[src/rtl/tdc_pkg.sv]
// Shared types and defaults for the TDC capture-buffer reader.
// Holds the FSM state encoding, the BRAM word stride and default geometry.
package tdc_pkg;

   typedef enum logic [1:0] {
      ST_IDLE  = 2'd0,
      ST_READ  = 2'd1,
      ST_DRAIN = 2'd2,
      ST_DONE  = 2'd3
   } tdc_state_t;

   localparam int          ADDR_STRIDE   = 4;
   localparam int          DEF_ADDR_W    = 15;
   localparam logic [14:0] DEF_LAST_ADDR = 15'h7FFC;

   // Output buffer entry: 8-bit sample plus the last-word flag.
   localparam int          FIFO_W        = 9;

endpackage

[src/rtl/tdc_rd_fifo.sv]
// Small synchronous FIFO buffering BRAM returns ahead of the output stream.
// Flush empties it in one cycle and overrides any push or pop in that cycle.
module tdc_rd_fifo
   import tdc_pkg::*;
#(
   parameter int DEPTH = 4,
   parameter int WIDTH = FIFO_W,
   localparam int PTR_W = $clog2(DEPTH),
   localparam int CNT_W = $clog2(DEPTH) + 1
)(
   input  logic             i_clk,
   input  logic             i_rst_n,
   input  logic             i_flush,
   input  logic             i_push,
   input  logic [WIDTH-1:0] i_data,
   input  logic             i_pop,
   output logic [WIDTH-1:0] o_data,
   output logic [CNT_W-1:0] o_count,
   output logic             o_empty,
   output logic             o_full
);

   logic [WIDTH-1:0] r_mem [DEPTH];
   logic [PTR_W-1:0] r_wr_ptr;
   logic [PTR_W-1:0] r_rd_ptr;
   logic [CNT_W-1:0] r_count;
   logic             w_do_push;
   logic             w_do_pop;

   assign w_do_push = i_push && !i_flush;
   assign w_do_pop  = i_pop && !o_empty && !i_flush;

   always_ff @(posedge i_clk or negedge i_rst_n) begin
      if (!i_rst_n) begin
         r_wr_ptr <= '0;
         r_rd_ptr <= '0;
         r_count  <= '0;
      end else if (i_flush) begin
         r_wr_ptr <= '0;
         r_rd_ptr <= '0;
         r_count  <= '0;
      end else begin
         if (w_do_push) r_wr_ptr <= r_wr_ptr + 1'b1;
         if (w_do_pop)  r_rd_ptr <= r_rd_ptr + 1'b1;
         case ({w_do_push, w_do_pop})
            2'b10:   r_count <= r_count + 1'b1;
            2'b01:   r_count <= r_count - 1'b1;
            default: r_count <= r_count;
         endcase
      end
   end

   // Storage carries data only, so it is left out of reset.
   always_ff @(posedge i_clk) begin
      if (w_do_push) r_mem[r_wr_ptr] <= i_data;
   end

   assign o_data  = r_mem[r_rd_ptr];
   assign o_count = r_count;
   assign o_empty = (r_count == '0);
   assign o_full  = (r_count == CNT_W'(DEPTH));

endmodule

[src/rtl/tdc_buf_reader.sv]
// Reads the TDC capture BRAM out through port B and streams the low byte of
// each word as an AXI-Stream beat, with credit-based flow control into a FIFO.
module tdc_buf_reader
   import tdc_pkg::*;
#(
   parameter int                ADDR_W     = DEF_ADDR_W,
   parameter logic [ADDR_W-1:0] LAST_ADDR  = ADDR_W'(DEF_LAST_ADDR),
   parameter int                RD_LAT     = 1,
   parameter int                FIFO_DEPTH = 4
)(
   input  logic              sys_clk,
   input  logic              sys_rst_n,
   input  logic              start,
   output logic              busy,
   output logic              done,
   output logic              clkb,
   output logic              rstb,
   output logic              enb,
   output logic [ADDR_W-1:0] addrb,
   output logic [3:0]        web,
   output logic [31:0]       datab,
   input  logic [31:0]       rd_data,
   output logic [7:0]        m_tdata,
   output logic              m_tvalid,
   input  logic              m_tready,
   output logic              m_tlast
);

   localparam int                CNT_W  = $clog2(FIFO_DEPTH) + 1;
   localparam logic [ADDR_W-1:0] STRIDE = ADDR_W'(ADDR_STRIDE);

   tdc_state_t          r_state;
   tdc_state_t          w_state_nxt;
   logic [ADDR_W-1:0]   r_addr;
   logic [RD_LAT-1:0]   r_vld;
   logic [RD_LAT-1:0]   r_last;
   logic                r_last_sent;

   logic [CNT_W-1:0]    w_fifo_count;
   logic [CNT_W-1:0]    w_in_flight;
   logic [CNT_W:0]      w_used;
   logic                w_credit;
   logic                w_issue;
   logic                w_issue_last;
   logic                w_abort;
   logic                w_flush;
   logic                w_push;
   logic                w_pop;
   logic                w_fifo_empty;
   logic                w_fifo_full;
   logic [FIFO_W-1:0]   w_push_data;
   logic [FIFO_W-1:0]   w_pop_data;
   logic                w_unused;

   // Port B is a read-only port clocked from the system clock.
   assign clkb  = sys_clk;
   assign rstb  = 1'b0;
   assign web   = 4'b0000;
   assign datab = 32'h0000_0000;
   assign addrb = r_addr;

   // Credit counts FIFO slots not already claimed by stored or in-flight words.
   assign w_in_flight  = CNT_W'($countones(r_vld));
   assign w_used       = {1'b0, w_fifo_count} + {1'b0, w_in_flight};
   assign w_credit     = (w_used < (CNT_W + 1)'(FIFO_DEPTH));
   assign w_issue      = enb;
   assign w_issue_last = (r_addr == LAST_ADDR);

   always_ff @(posedge sys_clk or negedge sys_rst_n) begin
      if (!sys_rst_n) r_state <= ST_IDLE;
      else            r_state <= w_state_nxt;
   end

   always_comb begin
      w_state_nxt = r_state;
      case (r_state)
         ST_IDLE: begin
            if (start) w_state_nxt = ST_READ;
         end
         ST_READ: begin
            if (!start)                        w_state_nxt = ST_IDLE;
            else if (w_issue && w_issue_last)  w_state_nxt = ST_DRAIN;
         end
         ST_DRAIN: begin
            if (!start) w_state_nxt = ST_IDLE;
            else if (w_in_flight == '0 && w_fifo_empty && r_last_sent)
               w_state_nxt = ST_DONE;
         end
         ST_DONE: begin
            if (!start) w_state_nxt = ST_IDLE;
         end
         default: w_state_nxt = ST_IDLE;
      endcase
   end

   always_comb begin
      busy    = 1'b0;
      done    = 1'b0;
      enb     = 1'b0;
      w_abort = 1'b0;
      case (r_state)
         ST_READ: begin
            busy    = 1'b1;
            w_abort = !start;
            enb     = start && w_credit;
         end
         ST_DRAIN: begin
            busy    = 1'b1;
            w_abort = !start;
         end
         ST_DONE: done = 1'b1;
         default: ;
      endcase
   end

   // IDLE keeps the buffer and read pipeline empty so every run starts clean.
   assign w_flush = (r_state == ST_IDLE) || w_abort;

   always_ff @(posedge sys_clk or negedge sys_rst_n) begin
      if (!sys_rst_n)                       r_addr <= '0;
      else if (r_state == ST_IDLE)          r_addr <= '0;
      else if (w_issue && !w_issue_last)    r_addr <= r_addr + STRIDE;
   end

   always_ff @(posedge sys_clk or negedge sys_rst_n) begin
      if (!sys_rst_n) begin
         r_vld <= '0;
      end else if (w_flush) begin
         r_vld <= '0;
      end else begin
         r_vld[0] <= w_issue;
         for (int i = 1; i < RD_LAT; i++) r_vld[i] <= r_vld[i-1];
      end
   end

   // Last flag rides alongside the valid bit; it is only looked at when valid.
   always_ff @(posedge sys_clk) begin
      r_last[0] <= w_issue_last;
      for (int i = 1; i < RD_LAT; i++) r_last[i] <= r_last[i-1];
   end

   always_ff @(posedge sys_clk or negedge sys_rst_n) begin
      if (!sys_rst_n)                         r_last_sent <= 1'b0;
      else if (w_flush)                       r_last_sent <= 1'b0;
      else if (w_pop && w_pop_data[8])        r_last_sent <= 1'b1;
   end

   assign w_push      = r_vld[RD_LAT-1];
   assign w_push_data = {r_last[RD_LAT-1], rd_data[7:0]};
   assign w_pop       = m_tvalid && m_tready;
   assign w_unused    = ^rd_data[31:8];

   tdc_rd_fifo #(
      .DEPTH (FIFO_DEPTH),
      .WIDTH (FIFO_W)
   ) u_fifo (
      .i_clk   (sys_clk),
      .i_rst_n (sys_rst_n),
      .i_flush (w_flush),
      .i_push  (w_push),
      .i_data  (w_push_data),
      .i_pop   (w_pop),
      .o_data  (w_pop_data),
      .o_count (w_fifo_count),
      .o_empty (w_fifo_empty),
      .o_full  (w_fifo_full)
   );

   assign m_tvalid = !w_fifo_empty;
   assign m_tdata  = w_pop_data[7:0];
   assign m_tlast  = w_pop_data[8] && !w_fifo_empty;

   // The credit rule must make a push into a full buffer impossible.
   a_fifo_no_overflow: assert property (@(posedge sys_clk) disable iff (!sys_rst_n)
      !(w_push && !w_flush && w_fifo_full && !w_pop));

endmodule

[config.mk]
export PLATFORM = sky130hd
export DESIGN_NAME = tdc_buf_reader
export DESIGN_NICKNAME = d
export VERILOG_FILES = /design/src/rtl/tdc_pkg.sv /design/src/rtl/tdc_rd_fifo.sv /design/src/rtl/tdc_buf_reader.sv
export SDC_FILE = /design/constraint.sdc
export NUM_CORES = 1
export LEC_CHECK = 0
export CORE_UTILIZATION = 35
export CTS_CLUSTER_DIAMETER = 120
export DETAILED_ROUTE_END_ITERATION = 16
export PLACE_DENSITY = 0.69
export SLEW_MARGIN = 20
export SYNTH_ARGS = -nofsm -noshare
export SYNTH_HDL_FRONTEND = slang
export SYNTH_SLANG_ARGS = --single-unit
[constraint.sdc]
create_clock -name sys_clk -period 5.76 [get_ports sys_clk]
set_clock_uncertainty 0.1 [all_clocks]
set_input_delay 1.728 -clock sys_clk [delete_from_list [all_inputs] [get_ports sys_clk]]
set_output_delay 1.728 -clock sys_clk [all_outputs]
set_load 0.01 [all_outputs]
==> results.md <==
* Status: complete, no violations
* TritonCTS clock tree: done
* Maximum vdd drop at around 0.00012 V
* Most frequent CP cell: clkbuf_8
* Top FF cell, synth: edfxtp_1
* Hold buffers post-CTS at 0
* Worst path slowest cell: clkdlybuf4s50_1
* Area of the multi-input gates at approximately 1100 sq um
* Met1 Use GR at between 10% and 20%
* Pre-antenna DRT Iters at 4
* Final Hold Viols at 0
* RSZ-0062 raised after global routing: false
* I/O pin count at around 100
* Die height at around 96 microns
* Power per Cell Area at around 370 nW/um^2
* Row cnt at 33
* Cts repair resizes at 0
* Register area share after synthesis at 55.6%
* Core box area at approximately 8300 sq um
* Clock slew at reported path FFs at 0.06 ns
* Synth Area per Inst at ~13 sq um
* Synth Instances at roughly 230
* Setup Viol. Count Final at 0
* Clk_lat worst skew at 0.43 ns
* Cell Count, Final, Fillers Out at just under 400
* Die width at 95.5 microns
* Detailed Route WL at around 5.3 mm
* HPWL Detailed at approximately 3.6 mm
* Lkg Pwr at 1.49 nW
* Port bufs at 38
* Max incr delay on CP at ~0.47 ns
* Share of post-route cells with drive strength above 1 at approximately 15%
* Number of synthesized register bits at 61
* Async SR Flop Fraction at between 30% and 40%
* Placed Instances at roughly 370
* Synthesized cell area at 3060 sq um
* Grt peak-use layer: met2
* Global Route met2 Usage at ~20%
* Critical path, cell by cell: clkbuf_8 > clkbuf_8 > clkdlybuf4s50_1
* First-pass GRT wire length at roughly 8.3 mm
* DRC violations left at 0
* Post-route ant nets at 0
* Max_cap viols at 0
* # fillers at 765
* Diode count at 0
* Pin count of the biggest net entering global routing at 25
* Die footprint at approximately 9000 sq um
* Initial DRC count at 86
* Synth warn at 0
* Most frequent cells in the layout: 39 x conb_1, 37 x clkdlybuf4s50_1, 36 x edfxtp_1
* Routed WL per cell at 13.6 microns
* Placed Instance Area at approximately 3400 sq um
* Nets at 325
* GP Congestion at just under 0.8
* Post-route cell area at between 3000 and 4000 sq um
* Hold Path Class: reg2reg
* Initial Util at a little under two fifths
* Core occupancy in the finished layout at a little over two fifths
* Antenna violations before repair at 0
* Total number of vias at 1718
* Number of global-route vias before repair at ~1600
* Worst-margin pin slew at around 0.66 ns
* Startpoint types: clock port
* Met3 usage at under 10%
* Commonest non-fill, non-tap cell in the layout: conb_1
* Congestion Overflow GR at 0
* Max FO, Critical Path at 2
* Setup crit end kind: output pin
* Sequential standard cell area at ~1700 sq um
* Area Growth Syn to Fin at 19.7%
* Number of synthesized flops with an enable pin at 36
* Final Max Tran Viols at 0
* Total negative slack at 0 ns
* Post-CTS setup buffers at 0
* Crit path kind: clk2out
* Max transition margin at 55.9%
* Total Routing Usage GR at around an eighth
* Data required time of the critical path at approximately 4 ns
* Power Total at between 1 and 1.5 mW
* Drt via density at between 4 and 5
* Critical path arrival at roughly 3.6 ns
* Distinct cells, synth at 43
## worst paths after layout
check                           cells after the start   startpoint  slack, ns                 end
worst max-delay path                                3      sys_clk       0.36                clkb
worst min-delay path                                2  r_last_sent       0.40         r_last_sent
worst max register to register                      9   r_state[1]       2.86   u_fifo.o_count[2]
worst min register to register                      2  r_last_sent       0.40         r_last_sent
max in group asynchronous                           1    sys_rst_n       4.02  u_fifo.r_rd_ptr[0]
min in group asynchronous                           1    sys_rst_n       1.18          r_state[1]
## synthesized netlist by cell type, types with 2 or more instances
cell / instances / share of area (%)
xnor2_1: 3 / 0.86
o2111ai_1: 2 / 0.57
and3_2: 5 / 1.2
ha_1: 11 / 4.5
buf_4: 41 / 10
clkbuf_1: 3 / 0.37
or3_1: 2 / 0.41
or3b_1: 2 / 0.57
xor2_1: 13 / 3.7
nand4_1: 3 / 0.61
mux4_2: 9 / 6.6
nand2_1: 6 / 0.74
a21oi_1: 4 / 0.65
dfrtp_1: 24 / 20
nor2_1: 22 / 2.7
inv_1: 5 / 0.61
mux2i_1: 3 / 0.98
edfxtp_1: 36 / 35
nand3_1: 7 / 1.1
and3_1: 4 / 0.82
and2_1: 5 / 1.0
## final cells by class
cell class              instances  area share (%)
flip-flops and latches         61            46.4
inverters                       6           0.615
clock inverters                 6            3.04
repair buffers                 38            10.2
multi-input cells             157            31.3
clock buffers                  14            4.88
well taps                     105            3.59
## cells by family after synthesis
kind of cell / after synthesis / synth area share (%)
AOI/OAI and AO/OA: 13 / 3.07
xor gates and xnor gates: 16 / 4.58
adders and majority gates: 12 / 5.15
buffers and inverters: 52 / 11.7
DFF: 61 / 55.6
muxes: 13 / 7.97
other: 1 / 0.122
and+or+nand+nor: 64 / 11.9
## power by group
| part | leakage, nW | internal, mW | switching, mW | total [mW] |
|---|---|---|---|---|
| Clock | 0.142 | 0.343 | 0.181 | 0.524 |
| Combinational | 0.692 | 0.148 | 0.161 | 0.309 |
| Sequential | 0.661 | 0.497 | 0.0359 | 0.532 |
## routing by layer
| metal | vias to the layer above | wire [microns] |
|---|---|---|
| met3 | 8 | 288 |
| li1 | 829 | - |
| met2 | 52 | 2570 |
| met1 | 829 | 2330 |
| met4 | 0 | 89 |
| met5 | - | 0 |
## state kept, by name, summed over array words and instances (netlist names)
| name | cells |
|---|---|
| u_fifo.r_wr_ptr | 2 |
| addrb | 13 |
| u_fifo.o_count | 3 |
| r_vld | 1 |
| r_last | 1 |
| r_state | 2 |
| u_fifo.r_mem | 36 |
| r_last_sent | 1 |
| u_fifo.r_rd_ptr | 2 |
## critical path: cells and delay by family
family	cells	cell delay, ns
buf+inv	3	0.69
## stage by stage
stage	hold slack (ns)	setup WS [ns]
floorplan	0.338	0.933
global placement	0.353	0.557
detailed placement	0.387	0.560
CTS	0.401	0.353
global route	0.429	0.345
finish	0.398	0.363
Note: power is estimated with default switching activity, not from simulation.
